### src/rtl/eco_lane_pipe.sv
// Per-lane nibble function F(a,b) behind a STAGES-deep valid/ready pipeline,
// with a MISR signature and saturating counter over delivered results.
module eco_lane_pipe #(
  parameter int          LANES  = 2,
  parameter int          STAGES = 2,
  parameter int unsigned POLY   = 'h1D
) (
  input  logic                 clk,
  input  logic                 rst,
  input  logic                 in_valid,
  output logic                 in_ready,
  input  logic [4*LANES-1:0]   a,
  input  logic [4*LANES-1:0]   b,
  output logic                 out_valid,
  input  logic                 out_ready,
  output logic [4*LANES-1:0]   y,
  input  logic                 sig_clr,
  output logic [4*LANES-1:0]   sig,
  output logic [15:0]          count
);
  localparam int W = 4 * LANES;
  localparam logic [W-1:0] POLY_W = W'(POLY);

  function automatic logic [3:0] nib_f(input logic [3:0] an, input logic [3:0] bn);
    logic p, q, r, s, t, u, v;
    logic y0, y1, y2, y3;
    p  = bn[3] | an[0];
    q  = p & an[1];
    r  = an[2] & bn[2];
    s  = ~(bn[3] | ~(an[3] ^ bn[1]));
    t  = bn[1] & s;
    u  = bn[0] | an[1];
    v  = an[3] & bn[0];
    y0 = ~(u & q);
    y1 = ~(u ^ r) ^ ~(u & v);
    y2 = an[2] ^ t;
    y3 = ~(s | t);
    return {y3, y2, y1, y0};
  endfunction

  logic [W-1:0]      f_dat;
  logic [STAGES-1:0] vld;
  logic [STAGES-1:0] adv;
  logic [W-1:0]      dat [STAGES];
  logic              hs;

  always_comb begin
    f_dat = '0;
    for (int k = 0; k < LANES; k++) begin
      f_dat[4*k +: 4] = nib_f(a[4*k +: 4], b[4*k +: 4]);
    end
  end

  // A stage may load when it is empty or its contents move on downstream.
  always_comb begin
    adv = '0;
    adv[STAGES-1] = ~vld[STAGES-1] | out_ready;
    for (int i = STAGES - 2; i >= 0; i--) begin
      adv[i] = ~vld[i] | adv[i+1];
    end
  end

  assign in_ready  = adv[0];
  assign out_valid = vld[STAGES-1];
  assign y         = dat[STAGES-1];
  assign hs        = out_valid & out_ready;

  // Data only moves with a valid beat, so y holds its last result when idle.
  always_ff @(posedge clk or posedge rst) begin
    if (rst) begin
      vld <= '0;
      for (int i = 0; i < STAGES; i++) begin
        dat[i] <= '0;
      end
    end else begin
      if (adv[0]) begin
        vld[0] <= in_valid;
        if (in_valid) begin
          dat[0] <= f_dat;
        end
      end
      for (int i = 1; i < STAGES; i++) begin
        if (adv[i]) begin
          vld[i] <= vld[i-1];
          if (vld[i-1]) begin
            dat[i] <= dat[i-1];
          end
        end
      end
    end
  end

  always_ff @(posedge clk or posedge rst) begin
    if (rst) begin
      sig   <= '0;
      count <= '0;
    end else if (sig_clr) begin
      sig   <= '0;
      count <= '0;
    end else if (hs) begin
      sig <= {sig[W-2:0], 1'b0} ^ (sig[W-1] ? POLY_W : '0) ^ y;
      if (count != 16'hFFFF) begin
        count <= count + 16'd1;
      end
    end
  end

endmodule

### config.mk
export PLATFORM = sky130hd
export DESIGN_NAME = eco_lane_pipe
export DESIGN_NICKNAME = d
export VERILOG_FILES = /design/src/rtl/eco_lane_pipe.sv
export SDC_FILE = /design/constraint.sdc
export NUM_CORES = 1
export LEC_CHECK = 0
export CAP_MARGIN = 0
export CORE_ASPECT_RATIO = 1.75
export CORE_UTILIZATION = 44
export DETAILED_ROUTE_END_ITERATION = 10
export PLACE_DENSITY = 0.78
export SETUP_SLACK_MARGIN = 0.02
export SLEW_MARGIN = 20
export SYNTH_ARGS = -nofsm -noshare
export SYNTH_HDL_FRONTEND = slang
export SYNTH_SLANG_ARGS = --single-unit
### constraint.sdc
create_clock -name clk -period 1.7 [get_ports clk]
set_clock_uncertainty 0.1 [all_clocks]
set_input_delay 0.34 -clock clk [delete_from_list [all_inputs] [get_ports clk]]
set_output_delay 0.34 -clock clk [all_outputs]
set_load 0.005 [all_outputs]
==> summary.md, run 1 <==
| Metric | Value |
|---|---|
| WL final | 6128 um |
| DR vias/cell | 5.599 |
| Cts bufs inserted | 5 |
| Most common cell in the synthesized netlist | dfrtp_1 |
| Int Pwr | 1.834 mW |
| Synthesis-stage register bit count | 42 |
| Syn_nets | 239 |
| Clock network power share | 24.3% |
| Synth Warn # | 0 |
| Clk Latency, worst-skew pair | 0.30 ns |
| Sequential fraction of design power | 47.6% |
| Worst reg2reg path depth | 6 |
| Dpl hpwl | ~3800 um |
| Req. time, crit path | 1.82 ns |
| N_diodes | 0 |
| Setup ws final | -0.07531 ns |
| Mapped Cells | 217 |
| Final period utilization | 104.4% |
| Routed Antenna Nets | 0 |
| P_sw | between 700 and 800 uW |
| Die H | 94.84 um |
| Grt total ovfl | 0 |
| Failing checks | negative setup slack |
| FF-to-FF Start | count[1] |
| FP Rows | 33 |
| Synth area leaders | dfrtp_1, xnor2_1, mux2_2, nand2_1, a21oi_1 |
| Initial antenna violation count | 0 |
| # DRC | 0 |
| Clock transition at the registers of the reported paths | about 0.09 ns |
| 1st-iter DRT viols | 46 |
| Pre-CTS WS | -0.2940 ns |
| Max IR drop VDD | 0.7414 mV |
| Pin count of the biggest net entering global routing | 43 |
| Fin. Hold Viols | 0 |
| Final setup fails | 6 |
| Nets | 347 |
| Critical path cell sequence | ha_4 -> nand3_4 -> nor4_2 -> buf_4 -> or4_1 -> a21oi_1 |
| Synth Area per Inst | 9.987 um^2 |
| DRT Pass-1 Iters | 4 |
| Reg2reg setup slack | -0.08 ns |
| Post-synth top cells | dfrtp_1, nand2_1, xnor2_1 |
| Register area share after synthesis | about half |
| Critical R2R Capture | count[3] |
| Post-synth ARST share | between 90% and 100% |
| Mapped Area | roughly 2200 um^2 |
| Switching Share | 27.71% |
| Combinational share of power | 28.1% |
| Core Util, Final | between 70% and 80% |
| H-tree depth | 2 |
| WP data arrival | between 1.5 and 2 ns |
| CTS Sinks | 42 |
| Clk buf depth | 2 |
| Final Power | ~2.5 mW |
| Maximum clock rate | 563.3 MHz |
| Final hold slack | 0.2964 ns |
| Cell taking the most area after synthesis | dfrtp_1 |
| Worst Path Buf+Inv | 1 |
| Global-route wire length before repair | 9390 um |
| Gpl congestion | 0.8608 |
| Core area | 4707 um^2 |
| CP delay by family, top | simple AND/OR/NAND/NOR gates |
| Root buf cell | clkbuf_8 |
| CP Capture Type | flip-flop |
| Final Max Slew Viols | 0 |
| Pwr Density | roughly 720 nW/um^2 |
| RSZ-0062 raised after global routing | true |
| CTS tree | done |
| Distinct cells, synth | 36 |
| I/O Pins | 55 |
| Top cell type's share of synthesized area | 48.50% |
| HP Class | in2async |
| Min Tclk post-route | 1.775 ns |
| Initial Util | 46.04% |
| Vias | ~2100 |
| Ys flop type | dfrtp_1 |
| Area growth syn-to-layout | 61.95% |
| Die area | 5221 um^2 |
| CP startpoint kind | flip-flop |
| Gr usage total | 25.26% |
| Crit-path max cell delay | slightly below 0.5 ns |
| WL/cell | 16.25 um |
| Number of global-route vias before repair | between 2000 and 2500 |
| CP max stage cell | or4_1 |
| Die width | around 55 um |
| Status | complete, but fails checks |
| Slew @ Worst Pin | around 0.35 ns |
| Post-synth EDFFs | 0 |
| Critical path class | reg2reg |
| Max-cap viol count | 0 |
| Leak | 1.605 nW |
| PortBufs | 54 |
| Max_slew headroom | approximately three quarters |
| CP Max Fanout | 9 |
| Layout cell share with drive strength beyond 1 | 35.69% |
-- routing by layer --
layer,track usage (%),up-vias,part of all wire [%]
met1,26.60,1029,33
met3,6.280,27,4.2
met5,0,-,0
li1,-,975,-
met2,44.18,80,59
met4,12.29,0,4.2
-- layout by cell type (no fill, tap or decap), drive strengths merged, types with 2 or more instances in the layout --
master	n
nand4	4
nor4	6
dfrtp	42
nor3	3
nor2b	2
dlygate4sd2	16
or3	3
inv	3
dlymetal6s2s	5
nand2b	3
a21oi	15
buf	66
o21ai	13
nor3b	4
nor4b	2
or4	4
clkdlybuf4s50	32
clkinv	2
xnor2	21
clkbuf	5
nand2	22
o31ai	3
nand3	10
a211oi	5
nor2	13
mux2	12
-- how the worst max path moves through the flow --
stage	startpoint	cells past startpoint	slack, ns	to
4_1_cts	count[1]	2	-0.05	count[1]
3_5_place_dp	out_ready	6	-0.29	count[7]
5_1_grt	count[0]	6	-0.14	count[3]
6_report	count[1]	6	-0.08	count[3]
3_3_place_gp	out_ready	5	-0.26	dat[8]
2_1_floorplan	count[0]	6	-0.09	count[7]
-- cells by family after synthesis --
group	synth area share, %
buffers and inverters	5.600
xor gates and xnor gates	8.487
adders and majority gates	0.5773
muxes	6.236
DFF	48.50
AOI/OAI and AO/OA	10.39
and+or+nand+nor	20.21
-- flip-flops by register name (all words and copies together) (netlist names) --
| name | count |
|---|---|
| vld | 2 |
| count | 16 |
| dat | 8 |
| sig | 8 |
| y | 8 |
-- final cells by class --
class	instances	area [um^2]
multi-input combinational	153	1205
fill	341	1197
timing repair buffer	120	1099
sequential	42	1051
clock buffer	5	68.82
tap	52	65.06
inverter	3	11.26
clock inverter	2	10.01
-- stage by stage --
step                setup TNS, ns  cell area [um^2]  instances
floorplan                 -0.3239              2200        217
detailed placement         -5.809              2994        341
global placement           -4.793              2994        341
global route              -0.8481              3510        377
finish                    -0.1682              3510        377
CTS                       -0.1272              3282        366
-- power by group through the flow --
stage | clock [mW] | sequential (mW) | combinational [mW]
after global placement | 0 | 1.23 | 0.607
after detailed placement | 0 | 1.23 | 0.620
after floorplan | 0 | 1.22 | 0.369
after CTS | 0.630 | 1.21 | 0.641
final | 0.616 | 1.21 | 0.712
after global routing | 0.671 | 1.22 | 0.779
-- worst register-to-register path: cells and delay by family, from the launching register on --
family	cells	cell delay, ns
adders and majority gates	1	0.19
buffers and inverters	1	0.18
and+or+nand+nor	3	0.64
DFF	1	0.42
AOI/OAI and AO/OA	1	0.16
-- timing repair --
item | CTS | global route
buffers inserted | 18 | 13
setup endpoints to repair | 32 | 27
gates resized for setup | 35 | 32
hold buffers | 0 | 0
pin swaps | 5 | 12
Power figures use the tool's default switching activity.
==> run 2, diff against run 1 <==
Settings changed: GPL_TIMING_DRIVEN from default to 0.
==> run 2 against run 1 <==
The flow still finishes with violations (negative setup slack). Via count shrank 3.2%. Worst setup slack lost 0.0044 ns. Design area shrank 3.4%. Global-route usage shrank 1.5 points. Largest power group unchanged.
==> summary.md, run 2 (synthesis gave the netlist of run 1 again) <==
| Metric | Value |
|---|---|
| Status | complete, but fails checks |
| Failing checks | negative setup slack |
| Most frequent cells in the layout | buf_4, dfrtp_1, clkdlybuf4s50_1, nand2_1, xnor2_1 |
| Worst Path Buf+Inv | 0 |
| Final period utilization | 104.7% |
| DRT Pass-1 Iters | 4 |
| DR vias/cell | 5.509 |
| Root buf cell | clkbuf_8 |
| CP max stage cell | dfrtp_1 |
| Die H | 94.84 um |
| End of the critical path | count[12] |
| Clock network power share | 23.7% |
| Global-route wire length before repair | 8949 um |
| FF-to-FF Start | count[1] |
| Max-cap viol count | 0 |
| Fin. Hold Viols | 0 |
| Pin count of the biggest net entering global routing | 31 |
| Initial Util | a little under half |
| Nets | between 300 and 400 |
| Req. time, crit path | ~1.8 ns |
| RSZ-0062 raised after global routing | true |
| FP Rows | 33 |
| Switching Share | a little over a quarter |
| Setup ws final | -0.07971 ns |
| Post-route cell area | 3392 um^2 |
| Final setup fails | 11 |
| Critical R2R Capture | count[12] |
| Top Usage Layer GRT | met2 |
| Routed Antenna Nets | 0 |
| Slew @ Worst Pin | 0.5254 ns |
| CP Capture Type | flip-flop |
| Crit-path max cell delay | 0.44 ns |
| CTS tree | done |
| Leading cell type in the layout, fill and taps excluded | buf_4 |
| PortBufs | 53 |
| Dpl hpwl | 3724 um |
| Die area | 5221 um^2 |
| Leak | 1.576 nW |
| Worst reg2reg path depth | 5 |
| CTS Sinks | 42 |
| CP delay by family, top | simple AND/OR/NAND/NOR gates |
| Clk Latency, worst-skew pair | 0.29 ns |
| 1st-iter DRT viols | between 50 and 60 |
| Number of global-route vias before repair | between 2000 and 2500 |
| Placed insts | between 300 and 400 |
| Cts bufs inserted | 5 |
| Grt total ovfl | 0 |
| Gr usage total | 23.77% |
| Largest Register | count |
| Pwr Density | 761.0 nW/um^2 |
| Placement Cell Area | around 2800 um^2 |
| Cell mode on critical path | or3_4 |
| Combinational share of power | 29.8% |
| Maximum clock rate | approximately 560 MHz |
| H-tree depth | 2 |
| Final Power | 2.581 mW |
| P_sw | roughly 700 uW |
| Core area | 4707 um^2 |
| Critical path cell sequence | ha_4 -> nand3_4 -> or3_4 -> or3_4 -> a21oi_2 |
| # DRC | 0 |
| N_diodes | 0 |
| WL final | a little under 6000 um |
| Vias | 2044 |
| Total Neg Setup Slack | -0.3565 ns |
| Max reg flops | 16 |
| CP startpoint kind | flip-flop |
| GR Util met3 | 5.153% |
| Max_slew headroom | between 60% and 70% |
| Global-route met1 utilization | between 20% and 30% |
| Die width | 55.05 um |
| Initial antenna violation count | 0 |
| Critical path class | reg2reg |
| Max IR drop VDD | approximately 0.62 mV |
| CP startpoint | count[1] |
| Clk buf depth | 2 |
| Crit. path cell count | 5 |
| Global Route met2 Usage | 46.18% |
| HP Class | in2async |
| Gpl congestion | 0.8449 |
| WL/cell | between 15 and 20 um |
| Min Tclk post-route | between 1.5 and 2 ns |
| WP data arrival | 1.91 ns |
| Post-Layout Cell Count | 371 |
| Int Pwr | roughly 1.9 mW |
| Sequential fraction of design power | 46.4% |
| I/O Pins | 55 |
| CP Max Fanout | 5 |
| Layout cell share with drive strength beyond 1 | 32.60% |
| Area growth syn-to-layout | 56.52% |
| Clock transition at the registers of the reported paths | approximately 0.080 ns |
| Hold buffer count at CTS | 0 |
| Reg2reg setup slack | -0.08 ns |
| Final Max Slew Viols | 0 |
run 2: power by group through the flow:
| stage | registers, mW | clock network (mW) | logic (mW) |
|---|---|---|---|
| final | 1.20 | 0.613 | 0.769 |
| after detailed placement | 1.24 | 0 | 0.654 |
| after global routing | 1.21 | 0.662 | 0.840 |
| after global placement | 1.23 | 0 | 0.635 |
| after CTS | 1.20 | 0.620 | 0.741 |
| after floorplan | 1.22 | 0 | 0.369 |
run 2: what timing repair did:
item / CTS / global route
buffers inserted: 31 / 11
gates resized for setup: 45 / 27
cloned: 0 / 0
pin swaps: 11 / 11
setup endpoints to repair: 52 / 38
run 2: per-stage QoR:
stage	hold WS [ns]	worst slack [ns]	util, %
after floorplan	0.3460	-0.08624	-
after global placement	0.3585	-0.5818	59.38
after detailed placement	0.3687	-0.5906	59.81
after CTS	0.2200	-0.06042	68.74
after global routing	0.2299	-0.1349	72.06
final	0.2100	-0.07971	72.06
run 2: final cells by class:
| class | count | area [um^2] |
|---|---|---|
| Fill cell | 349 | 1315 |
| Clock buffer | 7 | 76.32 |
| Buffer | 18 | 132.6 |
| Timing Repair Buffer | 96 | 903.4 |
| Inverter | 3 | 11.26 |
| Multi-Input combinational cell | 153 | 1146 |
| Tap cell | 52 | 65.06 |
| Sequential cell | 42 | 1057 |
run 2: how the worst min path moves through the flow:
| stage | from | end | cells after the start |
|---|---|---|---|
| finish | rst | count[3] | 2 |
| global route | rst | count[12] | 2 |
| CTS | rst | count[3] | 2 |
| detailed placement | dat[13] | dat[13] | 2 |
| global placement | dat[15] | dat[15] | 2 |
| floorplan | dat[10] | dat[10] | 2 |
run 2: worst reg2reg max path: stages (launching register included):
cell and delay (ns):
dfrtp_1 0.44, ha_4 0.18, nand3_4 0.10, or3_4 0.42, or3_4 0.35, a21oi_2 0.12
run 2: per-layer routing:
| layer | wire length (um) | vias to the layer above |
|---|---|---|
| met3 | 231 | 10 |
| met5 | 0 | - |
| met4 | 112 | 0 |
| met2 | 3496 | 67 |
| met1 | 2094 | 1008 |
| li1 | - | 959 |
